--- src/rtl/hub_cmd_sequencer.sv ---
// Queues host commands and plays them into a capture core with strobe/ack handshaking.
// Optional ack timeout with ABORT issue is enabled by defining HUB_SEQ_TIMEOUT_EN.
module hub_cmd_sequencer #(
    parameter int NUM_REGS     = 8,
    parameter int REG_W        = 8,
    parameter int DEPTH        = 4,
    parameter int START_DELAY  = 50,
    parameter int TIMEOUT_CLKS = 1024,
    parameter int ACK_BIT      = 3
) (
    input  logic                      clk,
    input  logic                      reset,
    input  logic                      req_valid,
    output logic                      req_ready,
    input  logic [7:0]                req_cmd,
    input  logic [NUM_REGS*REG_W-1:0] req_regs,
    output logic [7:0]                command,
    output logic                      commandStrobe,
    output logic [NUM_REGS*REG_W-1:0] regIn,
    input  logic [NUM_REGS*REG_W-1:0] regOut,
    input  logic [7:0]                status,
    output logic                      rsp_valid,
    output logic [NUM_REGS*REG_W-1:0] rsp_regs,
    output logic [7:0]                rsp_status,
    output logic                      rsp_timeout,
    output logic                      busy
);
    localparam int RW = NUM_REGS * REG_W;
    localparam int AW = $clog2(DEPTH);
    localparam int SW = $clog2(START_DELAY + 2);
    localparam logic [SW-1:0] START_DONE = SW'(START_DELAY + 1);
    localparam logic [7:0] CMD_NOP   = 8'h00;
    localparam logic [7:0] CMD_ABORT = 8'h02;
    localparam logic [7:0] CMD_ACK   = 8'h08;

    typedef enum logic [2:0] {IDLE, STROBE, WAIT_ACK, ACK_STROBE, WAIT_CLR} state_t;
    state_t state, state_next;

    logic [7:0]    fifo_cmd  [DEPTH];
    logic [RW-1:0] fifo_regs [DEPTH];
    logic [AW-1:0] wr_ptr, rd_ptr;
    logic [AW:0]   count;
    logic [SW-1:0] start_cnt;
    logic          push, pop, ack, started, tmo_expired, ack_rsp, tmo_rsp;

    assign req_ready = (count != (AW+1)'(DEPTH));
    assign push      = req_valid && req_ready;
    assign ack       = status[ACK_BIT];
    assign started   = (start_cnt == START_DONE);
    assign busy      = (state != IDLE) || (count != '0);

    // NOTE: payload storage carries no reset; count/pointers alone decide what is valid.
    always_ff @(posedge clk) begin
        if (push) begin
            fifo_cmd[wr_ptr]  <= req_cmd;
            fifo_regs[wr_ptr] <= req_regs;
        end
    end

    // NOTE: sequential state uses non-blocking assignments so every flop samples pre-edge values.
    always_ff @(posedge clk or posedge reset) begin
        if (reset) begin
            wr_ptr    <= '0;
            rd_ptr    <= '0;
            count     <= '0;
            start_cnt <= '0;
        end else begin
            if (push) wr_ptr <= wr_ptr + 1'b1;
            if (pop)  rd_ptr <= rd_ptr + 1'b1;
            case ({push, pop})
                2'b10:   count <= count + 1'b1;
                2'b01:   count <= count - 1'b1;
                default: count <= count;
            endcase
            if (!started) start_cnt <= start_cnt + 1'b1;
        end
    end

`ifdef HUB_SEQ_TIMEOUT_EN
    localparam int TW = $clog2(TIMEOUT_CLKS + 1);
    logic [TW-1:0] tmo_cnt;

    assign tmo_expired = ((tmo_cnt + 1'b1) == TW'(TIMEOUT_CLKS));

    always_ff @(posedge clk or posedge reset) begin
        if (reset) begin
            tmo_cnt     <= '0;
            rsp_timeout <= 1'b0;
        end else begin
            if (state == STROBE)        tmo_cnt <= '0;
            else if (state == WAIT_ACK) tmo_cnt <= tmo_cnt + 1'b1;
            if (ack_rsp)      rsp_timeout <= 1'b0;
            else if (tmo_rsp) rsp_timeout <= 1'b1;
        end
    end
`else
    assign tmo_expired = 1'b0;
    assign rsp_timeout = 1'b0;
`endif

    always_ff @(posedge clk or posedge reset) begin
        if (reset) state <= IDLE;
        else       state <= state_next;
    end

    // NOTE: every always_comb output gets a default first so no path can infer a latch.
    always_comb begin
        state_next = state;
        pop        = 1'b0;
        ack_rsp    = 1'b0;
        tmo_rsp    = 1'b0;
        unique case (state)
            // The strobe check keeps an issue from abutting the ABORT strobe.
            IDLE: if (count != '0 && started && !commandStrobe) begin
                pop        = 1'b1;
                state_next = STROBE;
            end
            STROBE: state_next = WAIT_ACK;
            WAIT_ACK: if (ack) begin
                ack_rsp    = 1'b1;
                state_next = ACK_STROBE;
            end else if (tmo_expired) begin
                tmo_rsp    = 1'b1;
                state_next = IDLE;
            end
            ACK_STROBE: state_next = WAIT_CLR;
            WAIT_CLR:   if (!ack) state_next = IDLE;
            default:    state_next = IDLE;
        endcase
    end

    // Strobe and response are single-cycle pulses that fall back low by default.
    always_ff @(posedge clk or posedge reset) begin
        if (reset) begin
            command       <= CMD_NOP;
            commandStrobe <= 1'b0;
            regIn         <= '0;
            rsp_valid     <= 1'b0;
            rsp_regs      <= '0;
            rsp_status    <= '0;
        end else begin
            commandStrobe <= 1'b0;
            rsp_valid     <= 1'b0;
            if (pop) begin
                command       <= fifo_cmd[rd_ptr];
                regIn         <= fifo_regs[rd_ptr];
                commandStrobe <= 1'b1;
            end
            if (ack_rsp) begin
                rsp_regs      <= regOut;
                rsp_status    <= status;
                rsp_valid     <= 1'b1;
                command       <= CMD_ACK;
                commandStrobe <= 1'b1;
            end
            if (tmo_rsp) begin
                rsp_status    <= status;
                rsp_valid     <= 1'b1;
                command       <= CMD_ABORT;
                commandStrobe <= 1'b1;
            end
        end
    end
endmodule

--- config.mk ---
export PLATFORM = sky130hd
export DESIGN_NAME = hub_cmd_sequencer
export DESIGN_NICKNAME = d
export VERILOG_FILES = /design/src/rtl/hub_cmd_sequencer.sv
export SDC_FILE = /design/constraint.sdc
export NUM_CORES = 1
export LEC_CHECK = 0
export ABC_AREA = 1
export BUFFER_PORTS_ARGS = -buffer_cell sky130_fd_sc_hd__buf_2
export CAP_MARGIN = 20
export CORE_UTILIZATION = 49
export DETAILED_ROUTE_END_ITERATION = 8
export GPL_TIMING_DRIVEN = 0
export PLACE_DENSITY = 0.71
export SYNTH_ARGS = -nofsm -noshare
export SYNTH_HDL_FRONTEND = slang
export SYNTH_SLANG_ARGS = --single-unit
--- constraint.sdc ---
create_clock -name clk -period 10.8 [get_ports clk]
set_input_delay 2.16 -clock clk [delete_from_list [all_inputs] [get_ports clk]]
set_output_delay 2.16 -clock clk [all_outputs]
set_load 0.005 [all_outputs]
==> reports/qor.txt <==
Overall Global Routing Usage -> 23.9%
CP max stage cell -> dfrtp_1
Cells after DPL -> 2152
Peak VDD IR -> 0.000159 V
Commonest non-fill, non-tap cell in the layout -> nand2_1
CTS root buf -> clkbuf_16
CP bufs+invs -> 1
Period utilisation layout -> 33.9%
Cells after Synth -> 1399
Rows -> 67
HPWL Detailed -> 28200 µm
Min-delay worst type -> flop to flop
RSZ-0062 raised after global routing -> false
Drt total wl -> 42300 µm
Pre-antenna DRT Iters -> 5
DR vias -> 11800
Max Fanout on Critical Path -> 4
Drt initial violations -> 710
Fmax -> 273 MHz
Remaining antenna violation count -> 0
Final Max Slew Viols -> 0
Cell Count, Final, Fillers Out -> 2237
Fin nets -> 1905
Internal reg-to-reg setup slack -> 8.09 ns
Pwr dens -> 166 nW/µm²
Core area -> 33800 µm²
Synth cell types -> 27
Leak -> 9.24 nW
Synth Cell Area -> 16900 µm²
Vias in the first global route -> 11500
YS warnings -> 0
FILL cells -> 2660
Comb power frac -> 1.5%
Num CTS Buffers -> 45
Synth Area per Inst -> 12.1 µm²
Via/cell ratio -> 5.26
Clock latency on the worst-skew pair -> 0.55 ns
Worst Path Arrival -> 1.50 ns
Worst Setup End Kind -> output port
Gr ovfl total -> 0
Sequential Power Share -> 53.3%
Final setup vio count -> 0
Slew @ Worst Pin -> 0.776 ns
Die Ht -> 188 µm
First-pass GRT wire length -> 64600 µm
Ports -> 296
DR WL/cell -> 18.9 µm
Max clock buf depth -> 3
Syn Nets -> 1553
Setup_tns -> 0 ns
Clk_skew -> 0.0251 ns
Hold_buf cts -> 0
Max-slew headroom -> 48.1%
Sw Share -> 19.7%
Critical Path RT -> 8.64 ns
Internal -> 2.77 mW
Final Hold Viols -> 0
Setup Buffers After CTS -> 0
CTS Sinks -> 450
Layout cells sized above 1 -> 23.8%
Crit start category -> flop
Die Width -> 188 µm
Status -> finished clean
DR DRC count -> 0
Most frequent cells in the layout -> 439 x nand2_1, 311 x buf_2, 288 x edfxtp_1
Largest net degree at the start of global routing -> 88
Clk slew on worst S/H paths -> 0.06 ns
Number of H-tree levels -> 2
CTS tree -> done
Maxcap violations -> 0
CP Class -> flop to output port
Slowest stage delay, CP -> 0.42 ns
Seq cells post-synth -> 450
Initial Utilization -> 50.1%
Die ar. -> 35300 µm²
Seq/Total Area, Yosys -> 75.1%
Clock Power Share -> 45.2%
Antenna violations before repair -> 6
Area Growth Syn to Fin -> 22.5%
Critical path, cell by cell -> nor3_2 > nand3_1 > buf_2
GPL Wtd Cong -> 0.859
CTS resizes -> 0
CP top delay family -> flip-flops
P_sw -> 680 µW
Tmin final -> 3.66 ns
Input/output buffers -> 294
[layout make-up]
class                      count  area, µm²  share of cell area [%]
antenna                        2       5.00                  0.0242
tap                          448        561                    2.71
timing repair buffer         305       1710                    8.28
sequential                   450      12700                    61.3
multi-input combinational    851       3760                    18.1
inverter                      20       86.3                   0.417
clock inverter                26        292                    1.41
clock buffer                  57       1190                    5.75
buffer                        78        400                    1.93
[registers in the layout (all words and copies together) (netlist names)]
signal         count
fifo_regs        256
regIn             64
rsp_regs          64
fifo_cmd          32
command            8
rsp_status         8
start_cnt          6
count              3
state              3
rd_ptr             2
wr_ptr             2
commandStrobe      1
rsp_valid          1
[power groups by stage]
| stage | clock [mW] | combinational [mW] | sequential, mW |
|---|---|---|---|
| finish | 1.56 | 0.0514 | 1.84 |
| detailed placement | 0 | 0.0520 | 1.87 |
| global placement | 0 | 0.0478 | 1.87 |
| floorplan | 0 | 0.00913 | 1.87 |
| global route | 1.65 | 0.0577 | 1.83 |
| CTS | 1.58 | 0.0524 | 1.84 |
[path summary, 6_finish.rpt]
| path | startpoint | cells past startpoint | end |
|---|---|---|---|
| max | state[2]$_DFFE_PP0P_ | 3 | busy |
| min | regIn[46]$_DFFE_PP0P_ | 2 | regIn[46]$_DFFE_PP0P_ |
| max reg2reg | start_cnt[0]$_DFFE_PP0P_ | 12 | count[2]$_DFFE_PP0P_ |
| min reg2reg | regIn[46]$_DFFE_PP0P_ | 2 | regIn[46]$_DFFE_PP0P_ |
| max in group asynchronous | reset | 3 | regIn[47]$_DFFE_PP0P_ |
| min in group asynchronous | reset | 2 | rsp_regs[50]$_DFFE_PP0P_ |
[synth_stat cells]
cell      number  area [µm²]
xor2_1         4        35.0
o31ai_1        1        7.51
o21ai_0      146         731
inv_1         15        56.3
buf_6          4        45.0
nor2_1       150         563
buf_2         17        85.1
or2_2          2        12.5
edfxtp_1     288        8650
o22ai_1       71         444
conb_1         1        3.75
dfrtp_1      162        4050
buf_4         15         113
nor3_2         1        10.0
nor3_1         1        5.00
nand3_4        1        17.5
ha_1           6        75.1
nor2_4         1        11.3
clkinv_2       1        5.00
nand2_1      439        1650
a21oi_1        6        30.0
inv_4          1        6.26
nand3_1       16        80.1
xnor2_1        4        35.0
inv_2          3        11.3
clkbuf_1      42         158
fa_1           1        20.0
[per-layer routing]
| metal | global-route usage [%] | part of all wire [%] |
|---|---|---|
| met1 | 30.8 | 40 |
| met2 | 41.4 | 51 |
| met3 | 4.87 | 7.2 |
| met4 | 6.35 | 1.8 |
| met5 | 0 | 0.12 |
[worst min-delay path, delay by kind of cell, from the launching register on]
kind          cells  cell delay [ns]
simple gates      2             0.10
flops             1             0.34
[through the flow]
stage / util [%] / power [mW] / cell area, µm² / worst slack, ns / hold WS [ns]
after CTS: 61.3 / 3.47 / 20700 / 7.12 / 0.473
after global placement: 56.1 / 1.92 / 18900 / 2.12 / 0.456
after global routing: 61.3 / 3.54 / 20700 / 7.02 / 0.489
final: 61.3 / 3.45 / 20700 / 7.14 / 0.470
after detailed placement: 56.9 / 1.92 / 19200 / 6.88 / 0.453
after floorplan: - / 1.88 / 16900 / 4.26 / 0.446
[cell families after synthesis]
logic type	Yosys count	share of synthesized area, %
compound gates	224	7.17
xor+xnor	8	0.414
fa+ha+maj	7	0.562
buf+inv	98	2.83
flops	450	75.1
other cells	1	0.0222
simple gates	611	13.9
(Power assumes the default switching activity.)
